File: config.mk
export PLATFORM = sky130hd
export DESIGN_NAME = rem_arbiter
export DESIGN_NICKNAME = d
export VERILOG_FILES = /design/src/rtl/rem_pkg.sv /design/src/rtl/rem.sv /design/src/rtl/rem_arbiter.sv
export SDC_FILE = /design/constraint.sdc
export NUM_CORES = 1
export LEC_CHECK = 0
export CORE_UTILIZATION = 46
export DETAILED_ROUTE_END_ITERATION = 8
export HOLD_SLACK_MARGIN = 0.05
export PLACE_DENSITY = 0.8
export REMOVE_ABC_BUFFERS = 1
export SLEW_MARGIN = 20
export SYNTH_ARGS = -nofsm -noshare
export SYNTH_HDL_FRONTEND = slang
export SYNTH_SLANG_ARGS = --single-unit
File: constraint.sdc
create_clock -name clk -period 2.25 [get_ports clk]
set_input_delay 0.225 -clock clk [delete_from_list [all_inputs] [get_ports clk]]
set_output_delay 0.225 -clock clk [all_outputs]
set_load 0.02 [all_outputs]
File: src/rtl/rem_pkg.sv
// Shared types and constants for the rem arbiter slice.
package rem_pkg;

    localparam int unsigned REM_W   = 3;
    localparam int unsigned NUM_REQ = 2;

    typedef enum logic [1:0] {
        ST_IDLE,
        ST_CALC,
        ST_RESP
    } state_t;

endpackage

File: src/rtl/rem.sv
// Remainder unit on the low two operand bits with a divide-by-zero flag.
module rem
    import rem_pkg::*;
(
    input  logic [REM_W-1:0] numerator,
    input  logic [REM_W-1:0] denominator,
    output logic [REM_W-1:0] remainder,
    output logic             divbyzero
);

    always_comb begin
        divbyzero = (denominator[1:0] == 2'b00);
        // On divide-by-zero the numerator passes through, so bit 2 carries numerator[2].
        if (divbyzero) begin
            remainder = numerator;
        end else begin
            remainder = {1'b0, numerator[1:0] % denominator[1:0]};
        end
    end

endmodule

File: src/rtl/rem_arbiter.sv
// Round-robin sharing of one rem unit between two valid/ready requesters,
// with a saturating divide-by-zero event counter.
module rem_arbiter
    import rem_pkg::*;
#(
    parameter int CNT_W = 8
) (
    input  logic               clk,
    input  logic               rst,
    input  logic [NUM_REQ-1:0] req_valid,
    output logic [NUM_REQ-1:0] req_ready,
    input  logic [REM_W-1:0]   req_numerator0,
    input  logic [REM_W-1:0]   req_numerator1,
    input  logic [REM_W-1:0]   req_denominator0,
    input  logic [REM_W-1:0]   req_denominator1,
    output logic [NUM_REQ-1:0] resp_valid,
    input  logic [NUM_REQ-1:0] resp_ready,
    output logic [REM_W-1:0]   resp_remainder,
    output logic               resp_divbyzero,
    output logic               busy,
    output logic [CNT_W-1:0]   dbz_count
);

    state_t           state;
    logic             last_grant;
    logic             owner;
    logic             winner;
    logic [REM_W-1:0] op_num;
    logic [REM_W-1:0] op_den;
    logic [REM_W-1:0] rem_out;
    logic             rem_dbz;

    rem u_rem (
        .numerator  (op_num),
        .denominator(op_den),
        .remainder  (rem_out),
        .divbyzero  (rem_dbz)
    );

    // On a tie the requester not granted last time wins.
    always_comb begin
        case (req_valid)
            2'b10:   winner = 1'b1;
            2'b11:   winner = ~last_grant;
            default: winner = 1'b0;
        endcase
        req_ready = '0;
        if (state == ST_IDLE && !rst && req_valid != '0) begin
            req_ready[winner] = 1'b1;
        end
    end

    always_ff @(posedge clk) begin
        if (rst) begin
            state          <= ST_IDLE;
            last_grant     <= 1'b1;
            owner          <= 1'b0;
            op_num         <= '0;
            op_den         <= '0;
            resp_valid     <= '0;
            resp_remainder <= '0;
            resp_divbyzero <= 1'b0;
            busy           <= 1'b0;
            dbz_count      <= '0;
        end else begin
            case (state)
                ST_IDLE: begin
                    if ((req_valid & req_ready) != '0) begin
                        owner      <= winner;
                        last_grant <= winner;
                        op_num     <= winner ? req_numerator1 : req_numerator0;
                        op_den     <= winner ? req_denominator1 : req_denominator0;
                        busy       <= 1'b1;
                        state      <= ST_CALC;
                    end
                end
                ST_CALC: begin
                    resp_remainder    <= rem_out;
                    resp_divbyzero    <= rem_dbz;
                    resp_valid[owner] <= 1'b1;
                    if (rem_dbz && dbz_count != '1) begin
                        dbz_count <= dbz_count + CNT_W'(1);
                    end
                    state <= ST_RESP;
                end
                ST_RESP: begin
                    if (resp_ready[owner]) begin
                        resp_valid <= '0;
                        busy       <= 1'b0;
                        state      <= ST_IDLE;
                    end
                end
                default: state <= ST_IDLE;
            endcase
        end
    end

endmodule

Word level (Yosys, flattened, before mapping)
Cells that the tools add are included.
{"block": "op_classes", "add_sub_neg": 1, "multipliers": 0, "div_mod_pow": 1, "magnitude_cmp": 4, "n_eq_ne": 7, "shift": 0, "mux": 18, "bitwise": 3, "n_reduce_logical": 17}
{"op": "adder 8 x 1 -> 8 bit (second input constant)", "n": 1}
{"op": "two-way mux 2 bit", "n": 4}
{"op": "!= test 8 bit (second input constant)", "n": 1}
{"op": "AND reduction 2 bit", "n": 4}
{"op": "nonzero test 2 bit", "n": 4}
{"op": "equality test 2 bit (second input constant)", "n": 3}
{"op": "two-way mux 1 bit", "n": 6}
{"op": "two-way mux 3 bit", "n": 2}
{"op": "one-hot mux 2 bit (3 select lines)", "n": 1}
{"op": "logical AND 1 bit", "n": 5}
{"op": "logical NOT 2 bit", "n": 2}
{"op": "less-than comparator 1 x 2 -> 1 bit (second input constant)", "n": 2}
{"op": "one-hot mux 1 bit (2 select lines)", "n": 2}
{"op": "one-hot mux 2 bit (2 select lines)", "n": 1}
{"op": "AND reduction 3 bit", "n": 1}
{"op": "bitwise AND 2 bit", "n": 1}
{"op": "demux 1 bit (select 1 bit)", "n": 2}
{"op": "equality test 2 x 1 -> 1 bit (second input constant)", "n": 1}
{"op": ">= comparator 1 bit (second input constant)", "n": 2}
{"op": "modulo 2 x 2 -> 2 bit", "n": 1}
{"op": "!= test 2 x 1 -> 1 bit (second input constant)", "n": 1}
{"op": "!= test 2 bit (second input constant)", "n": 1}
{"op": "bitwise OR 2 bit", "n": 1}
{"op": "logical NOT 1 bit", "n": 1}
{"op": "NOT 1 bit", "n": 1}
{"block": "word_totals", "reg_bits": 24, "latchBits": 0, "ramBits": 0, "rom_bits": 0, "inputBits": 18, "output_inout_bits": 17, "wordCells": 61, "mem_count": 0}

Depth between registers and ports, before layout
{"block": "logic_depth", "depth_word": 11, "depth_mapped": 11, "ltp_nobuf": 11}

By module
A second synthesis with hierarchy kept.
{"block": "unflattened", "hier_cells": 136, "area_unflattened_um2": 1282.5}
{"module": "rem_arbiter", "n_inst": 1, "cells_each": 117, "area_each_um2": 1126.1}
{"module": "rem", "n_inst": 1, "cells_each": 19, "area_each_um2": 156.4}

Worst setup path after synthesis
Ideal clock, no wire load.
{"block": "synth_timing", "path_type": "reg-to-reg", "startpoint": "reg op_den[0]", "endpoint": "reg resp_remainder[1]", "setup_time_ns": 0.132, "arrival_time_ns": 1.838, "setup_slack_ns": 0.279, "stages_incl_launch_ff": 10, "n_path_buf": 0, "period_less_slack_ns": 1.971, "path_cell_list": "dfxtp_1 inv_1 ha_1 a21oi_1 inv_1 fa_1 a21boi_0 o221a_2 o21ai_0 a21oi_1"}
{"block": "synth_via", "elab_chain_len": 2, "word_cells_on_any_way": 3, "cone_classes": "div: 1; mux: 1; reduce/logical: 1"}
{"element": "from (decl)", "line_no": "rem_arbiter.sv:29", "source": "logic [REM_W-1:0] op_den;"}
{"element": "from (signal assigned)", "line_no": "rem_arbiter.sv:72", "source": "op_den <= winner ? req_denominator1 : req_denominator0;"}
{"element": "modulo 2 x 2 -> 2 bit / logical NOT 2 bit (equally long branches)", "line_no": "rem.sv:17, rem.sv:12"}
{"element": "two-way mux 3 bit (*)", "line_no": "rem.sv:14", "source": "if (divbyzero) begin"}
{"element": "to (signal assigned)", "line_no": "rem_arbiter.sv:78", "source": "resp_remainder <= rem_out;"}
{"element": "to (decl)", "line_no": "rem_arbiter.sv:18", "source": "output logic [REM_W-1:0] resp_remainder,"}
Mark *: on every way between the ends. The rest lies on a longest branch, timed or not.
A chain may end at the register's enable or synchronous reset.

Worst setup path in the final report
{"block": "layout_timing", "startpoint": "reg op_num[1]", "endpoint": "reg resp_remainder[1]"}
{"block": "layout_via", "elab_chain_len": 2}
{"element": "from (decl)", "line_no": "rem_arbiter.sv:28", "source": "logic [REM_W-1:0] op_num;"}
{"element": "from (signal assigned)", "line_no": "rem_arbiter.sv:71", "source": "op_num <= winner ? req_numerator1 : req_numerator0;"}
{"element": "modulo 2 x 2 -> 2 bit", "line_no": "rem.sv:17", "source": "remainder = {1'b0, numerator[1:0] % denominator[1:0]};"}
{"element": "two-way mux 3 bit (*)", "line_no": "rem.sv:14"}
Marked as above.

==> results.cfg <==
[status]
status = completed

[drt]
wl_per_cell_um = 14.1
vias = 1139
first_pass_iters = 4
routed_wl_mm = 2.88
vias_per_cell = 5.58
drt_iter0_drc = 7
route.detailed.drc = 0
ant_nets = 0

[clock_tree]
clk_path_buf_depth = 2
root_buffer = clkbuf_4
clk_latency_ns = 0.32
clkSinkCount = 24
cts_max_level = 1
cts_buffers = 3
cts_tree = yes
cts.clk_slew.worst_paths_ns = 0.13

[pwr]
ir_drop_mv = 0.441
p_leak_nw = 0.635
p_total_w = 0.000991
p_per_area_nw_per_um2 = 613

[final_layout]
antenna_cells = 0
area.sequential_sq_um = 482
fill_cells = 223
final_common_cell = clkdlybuf4s50_1
final_cell_mix = 30 x clkdlybuf4s50_1, 24 x nor2_1, 23 x dfxtp_1, 11 x a21oi_1
finalNonFillerCells = 204
synthToLayoutAreaGrowth_pct = 32.8
drive_gt1_share_pct = 8.05
nNetsFinal = 198
multiInputGateArea_sq_um = 674

[floorplanning]
core_sq_um = 2480
die-area_sq_um = 2850
die_w_um = 53.4
die_h_um = 53.4
row_count = 18
floorplan.initialDensity_pct = 49.1
io_pins = 35

[job]
cap_viol_max_count = 0

[setup_path]
worst-endpoint-arrival_ns = 2.31
start_kind = register
path_cells = ha_1, nor2b_1, nor2_1, a21oi_2, inv_1, fa_1, a21boi_0, o221a_2, o21ai_0, a21oi_1
cpMaxStageDelayCell = fa_1
worstPathMaxFanout = 5
r2r_start = op_num[1]
cpPeakStageDelay_ns = 0.43
cp-end-kind = register
crit_required_ns = 2.47
worstSetupPathType = register to register
cp-startpoint = op_num[1]

[sta]
setup_viol = 0
tightest_slew_ns = 0.361
grt_setup_unrepaired = no
fin_crit_sh_pct = 93.2
relSlewSlack_pct = 75.7
period_needed_ns = 2.10
fin_skew_ns = 0.00537
slew_viol_final = 0
holdWs_ns = 0.465
fmax_mhz = 477
setup_ws_ns = 0.154
tns_ns = 0
finalHoldViolCount = 0

[global_routing]
grt_overflow = 0
grt_max_degree = 19
grt_pass1_wl_mm = 4.42
grt_pass1_vias = 1111
grtUsageTotal_pct = 21.4
antenna_found_initial = 0

[hold_path]
hp-start = resp_divbyzero
hold_class = register to register

[place]
globalplace.congestion = 0.789
port_buffers = 32
pre_cts_ws_ns = -0.00826
dp_cells = 200
dp_hpwl_mm = 2.13

[yosys]
ys_seq_area_share_pct = 39.5
syn_inst = 140
synth_cell_type_count = 37
synthArstFlopShare_pct = 0
avgSynthCellArea_sq_um = 8.69
ys_ff_latch = 24
synth_top_flop_cell = dfxtp_1
synth_edf_count = 0
netlist_area_sq_um = 1220
yosysWarnings = 0
-- registers in the layout (all words and copies together), names as in the netlist --
| signal | count |
|---|---|
| dbz_count | 8 |
| op_num | 3 |
| resp_remainder | 3 |
| op_den | 2 |
| resp_valid | 2 |
| state | 2 |
| busy | 1 |
| last_grant | 1 |
| owner | 1 |
| resp_divbyzero | 1 |
-- cells by family after synthesis --
kind of cell,share of synthesized area [%]
buffers and inverters,5.35
flip-flops,39.5
AND/OR/NAND/NOR,21.1
AO/OA/AOI/OAI,19.7
XOR/XNOR,2.88
adder cells (fa/ha/maj),5.76
multiplexers,5.76
-- what timing repair did --
item                                    CTS  global route
hold buffers                              0             0
endpoints found under the hold margin     0             0
endpoints found under the setup margin    1             3
setup buffers                             0             0
gates resized for setup                   1             3
-- per-stage QoR --
stage | utilization, % | area, sq um
floorplan | - | 1180
global placement | 63.5 | 1570
detailed placement | 63.5 | 1570
CTS | 64.9 | 1610
global route | 65.2 | 1620
finish | 65.2 | 1620
-- final cells by class --
type,instances,share of cell area (%)
Multi-Input combinational cell,101,41.8
Clock buffer,4,2.25
Timing Repair Buffer,36,21.8
Sequential cell,24,29.8
Inverter,9,2.09
Tap cell,30,2.32
-- routing by layer --
layer / share of wire (%) / track usage, % / vias to the layer above
met5: 0 / 0 / -
met4: 1.9 / 10.1 / 0
met3: 5.0 / 3.16 / 6
met2: 51 / 37.5 / 41
met1: 42 / 25.1 / 535
li1: - / - / 557
-- power breakdown --
part / internal, W / switching (W)
Combinational: 0.000128 / 0.000140
Clock: 0.0000989 / 0.000131
Sequential: 0.000458 / 0.0000346
Total: 0.000685 / 0.000305
-- critical path: cells and delay by family, from the launching register on --
kind	cells	cell delay, ns
adder cells (fa/ha/maj)	2	0.59
flip-flops	1	0.39
buffers and inverters	1	0.08
AND/OR/NAND/NOR	2	0.27
AO/OA/AOI/OAI	5	0.68
-- final timing paths --
path,depth (start not counted),end,slack (ns)
setup reg to reg,10,resp_remainder[1],0.15
setup / recovery,10,resp_remainder[1],0.15
hold / removal,2,resp_divbyzero,0.46
hold reg to reg,2,resp_divbyzero,0.46
-- cells in the mapped netlist (2+ instances only) --
master | instances | area (sq um)
nand3b_1 | 2 | 15.0
a22oi_1 | 2 | 15.0
a21oi_1 | 12 | 60.1
nor3_1 | 5 | 25.0
ha_1 | 4 | 50.1
xnor2_1 | 3 | 26.3
nor2_1 | 24 | 90.1
nand2_1 | 9 | 33.8
dfxtp_1 | 24 | 480
a21boi_0 | 2 | 15.0
inv_1 | 9 | 33.8
clkbuf_1 | 4 | 15.0
and3_1 | 2 | 12.5
o21ai_0 | 2 | 10.0
a211oi_1 | 8 | 60.1
mux2i_1 | 7 | 70.1
Note: power is estimated with default switching activity, not from simulation.
==> edit (config.mk and constraints unchanged) <==
Change the parameter `CNT_W` from 8 to 6.
--- a/src/rtl/rem_arbiter.sv
+++ b/src/rtl/rem_arbiter.sv
@@ -3,7 +3,7 @@
 module rem_arbiter
     import rem_pkg::*;
 #(
-    parameter int CNT_W = 8
+    parameter int CNT_W = 6
 ) (
     input  logic               clk,
     input  logic               rst,
Ports: changed (resized dbz_count); port bits go from 35 to 33. No check against the original RTL was run, so the function may have changed too.
==> edit against the original RTL <==
- power fell by 0.85%
- via count decreased by 12%
- non-clock buffer count fell by 2
- synthesized area decreased by 9.9%
- critical path depth down 7
- final area fell by 7.4%
- fmax grew 1.6%
- register-to-register slack gained 60 ps
- setup slack improved by 33 ps
- wire length down 18%
- global-route usage decreased by 0.17 points
- sequential cell count down 2
- critical path type is now flip-flop to output pin
- critical endpoint is now req_ready[0]
- highest routed layer unchanged
==> edit: results (changes against the original RTL) <==
| Step | Metric | This run | vs unedited |
|---|---|---|---|
| run status | Result of the run | complete, no violations |  |
| sta | Max transition margin | 78.4% | +2.6 points |
| setup path | Standard cell with the maximum stage delay on the critical path | clkdlybuf4s50_1 |  |
| place | Count of port buffers added during placement | 30 | -6.3% |
| setup path | Critical path startpoint | state[1]$_SDFFE_PP0P_ |  |
| cts | Clock buffers created by TritonCTS | 3 | unchanged |
| hold path | Hold-critical path endpoint | resp_remainder[0]$_SDFFE_PP0P_ |  |
| final layout | NumNets Final | 180 | -9.1% |
| setup path | Critical path peak fanout | 7 | +2 |
| cts | Maximum root-to-sink buffer count | 2 | unchanged |
| routing | Routed via count divided by cell count | 5.43 | -2.7% |
| final layout | # fillers | 193 | -13% |
| pwr | Pleak | 0.566 nW | -11% |
| hold path | Hold path start | resp_remainder[0]$_SDFFE_PP0P_ |  |
| final layout | Registers with the most flip-flops | dbz_count: 6 flops, op_num: 3 flops, resp_remainder: 3 flops |  |
| setup path | Largest delay contributor family on the critical path | buffers and inverters |  |
| grt | Vias in the first global route | 943 | -15% |
| logic synthesis | Complex-gate fraction of the synthesized area | 19.6% | about the same |
| routing | Wl on met1 | 1.10 mm | -9.0% |
| routing | Initial DRC Count | 17 | +10 |
| pwr | Proportion of total power due to net switching | 27.4% | -3.5 points |
| logic synthesis | Fraction of the yosys area taken by sequential cells | 40.2% | +0.68 points |
| grt | Met1 Resource Use GR | 25.7% | +0.56 points |
| grt | Largest net degree at the start of global routing | 20 | +1 |
| cts | CTS-repair resized insts | 0 | -1 |
| sta | Final clock skew | 5.84 ps | +0.471 ps |
| grt | Met2 Resource Use GR | 37.1% | -0.39 points |
| pwr | Max VDD drop | 0.422 mV | -4.2% |
| cts | Number of levels in the clock H-tree | 1 | unchanged |
| logic synthesis | Synth top area cells | dfxtp_1 40%, nor2_1 7.5%, mux2i_1 5.5% |  |
| hold path | Min-Delay Path Class | flip-flop to flip-flop |  |
| routing | Met2 WL post-DR | 1.16 mm | -21% |
| logic synthesis | Multiplexer share of the synthesized area | 6.51% | +0.75 points |
| pwr | Sequential group power | 447 uW | -9.3% |
| setup path | CP endpoint | req_ready[0] |  |
| grt | Global-route wire length before repair | 4.08 mm | -7.7% |
| place | DPL Wire Length | 1.82 mm | -14% |
| logic synthesis | Area share of fa/ha/maj cells after synthesis | 6.39% | +0.63 points |
| setup path | R2R Setup Slk | 210 ps | +60 ps |
| place | RD Place Congestion | 0.758 | -3.9% |
| setup path | Worst path max stage delay | 610 ps | +180 ps |
| routing | Top layer used by detailed routing | met4 |  |
| logic synthesis | Post-Synth XOR/XNOR Area | 2.40% | -0.48 points |
| logic synthesis | Cell types with the highest counts after synthesis | 22 x dfxtp_1, 22 x nor2_1, 8 x inv_1, 8 x nand2_1 |  |
| routing | Met3 wire length | 55 um | -62% |
| routing | Wire length reported by the detailed router | 2.36 mm | -18% |
edit: metrics by stage:
stage	cell area (sq um)	power (mW)	hold WS [ps]	setup slack [ps]	std cells
floorplan	1070	0.580	294	173	118
global placement	1440	0.670	438	230	180
detailed placement	1440	0.683	447	131	180
CTS	1500	0.988	466	122	184
global route	1500	1.03	500	22.9	184
finish	1500	0.982	468	186	184
edit: area by class of cell:
type | instances | area (sq um) | area share (%)
inverter | 8 | 30.0 | 2.01
timing repair buffer | 34 | 330 | 22.1
multi-input combinational | 88 | 607 | 40.6
tap | 28 | 35.0 | 2.34
sequential | 22 | 442 | 29.5
clock buffer | 3 | 22.5 | 1.51
clock inverter | 1 | 30.0 | 2.01
edit: worst reg2reg max path: cells and delay by family, from the launching register on:
| kind | cells | cell delay, ps |
|---|---|---|
| AND/OR/NAND/NOR | 2 | 180 |
| buffers and inverters | 1 | 90 |
| flip-flops | 1 | 390 |
| adder cells (fa/ha/maj) | 2 | 570 |
| AO/OA/AOI/OAI | 5 | 710 |
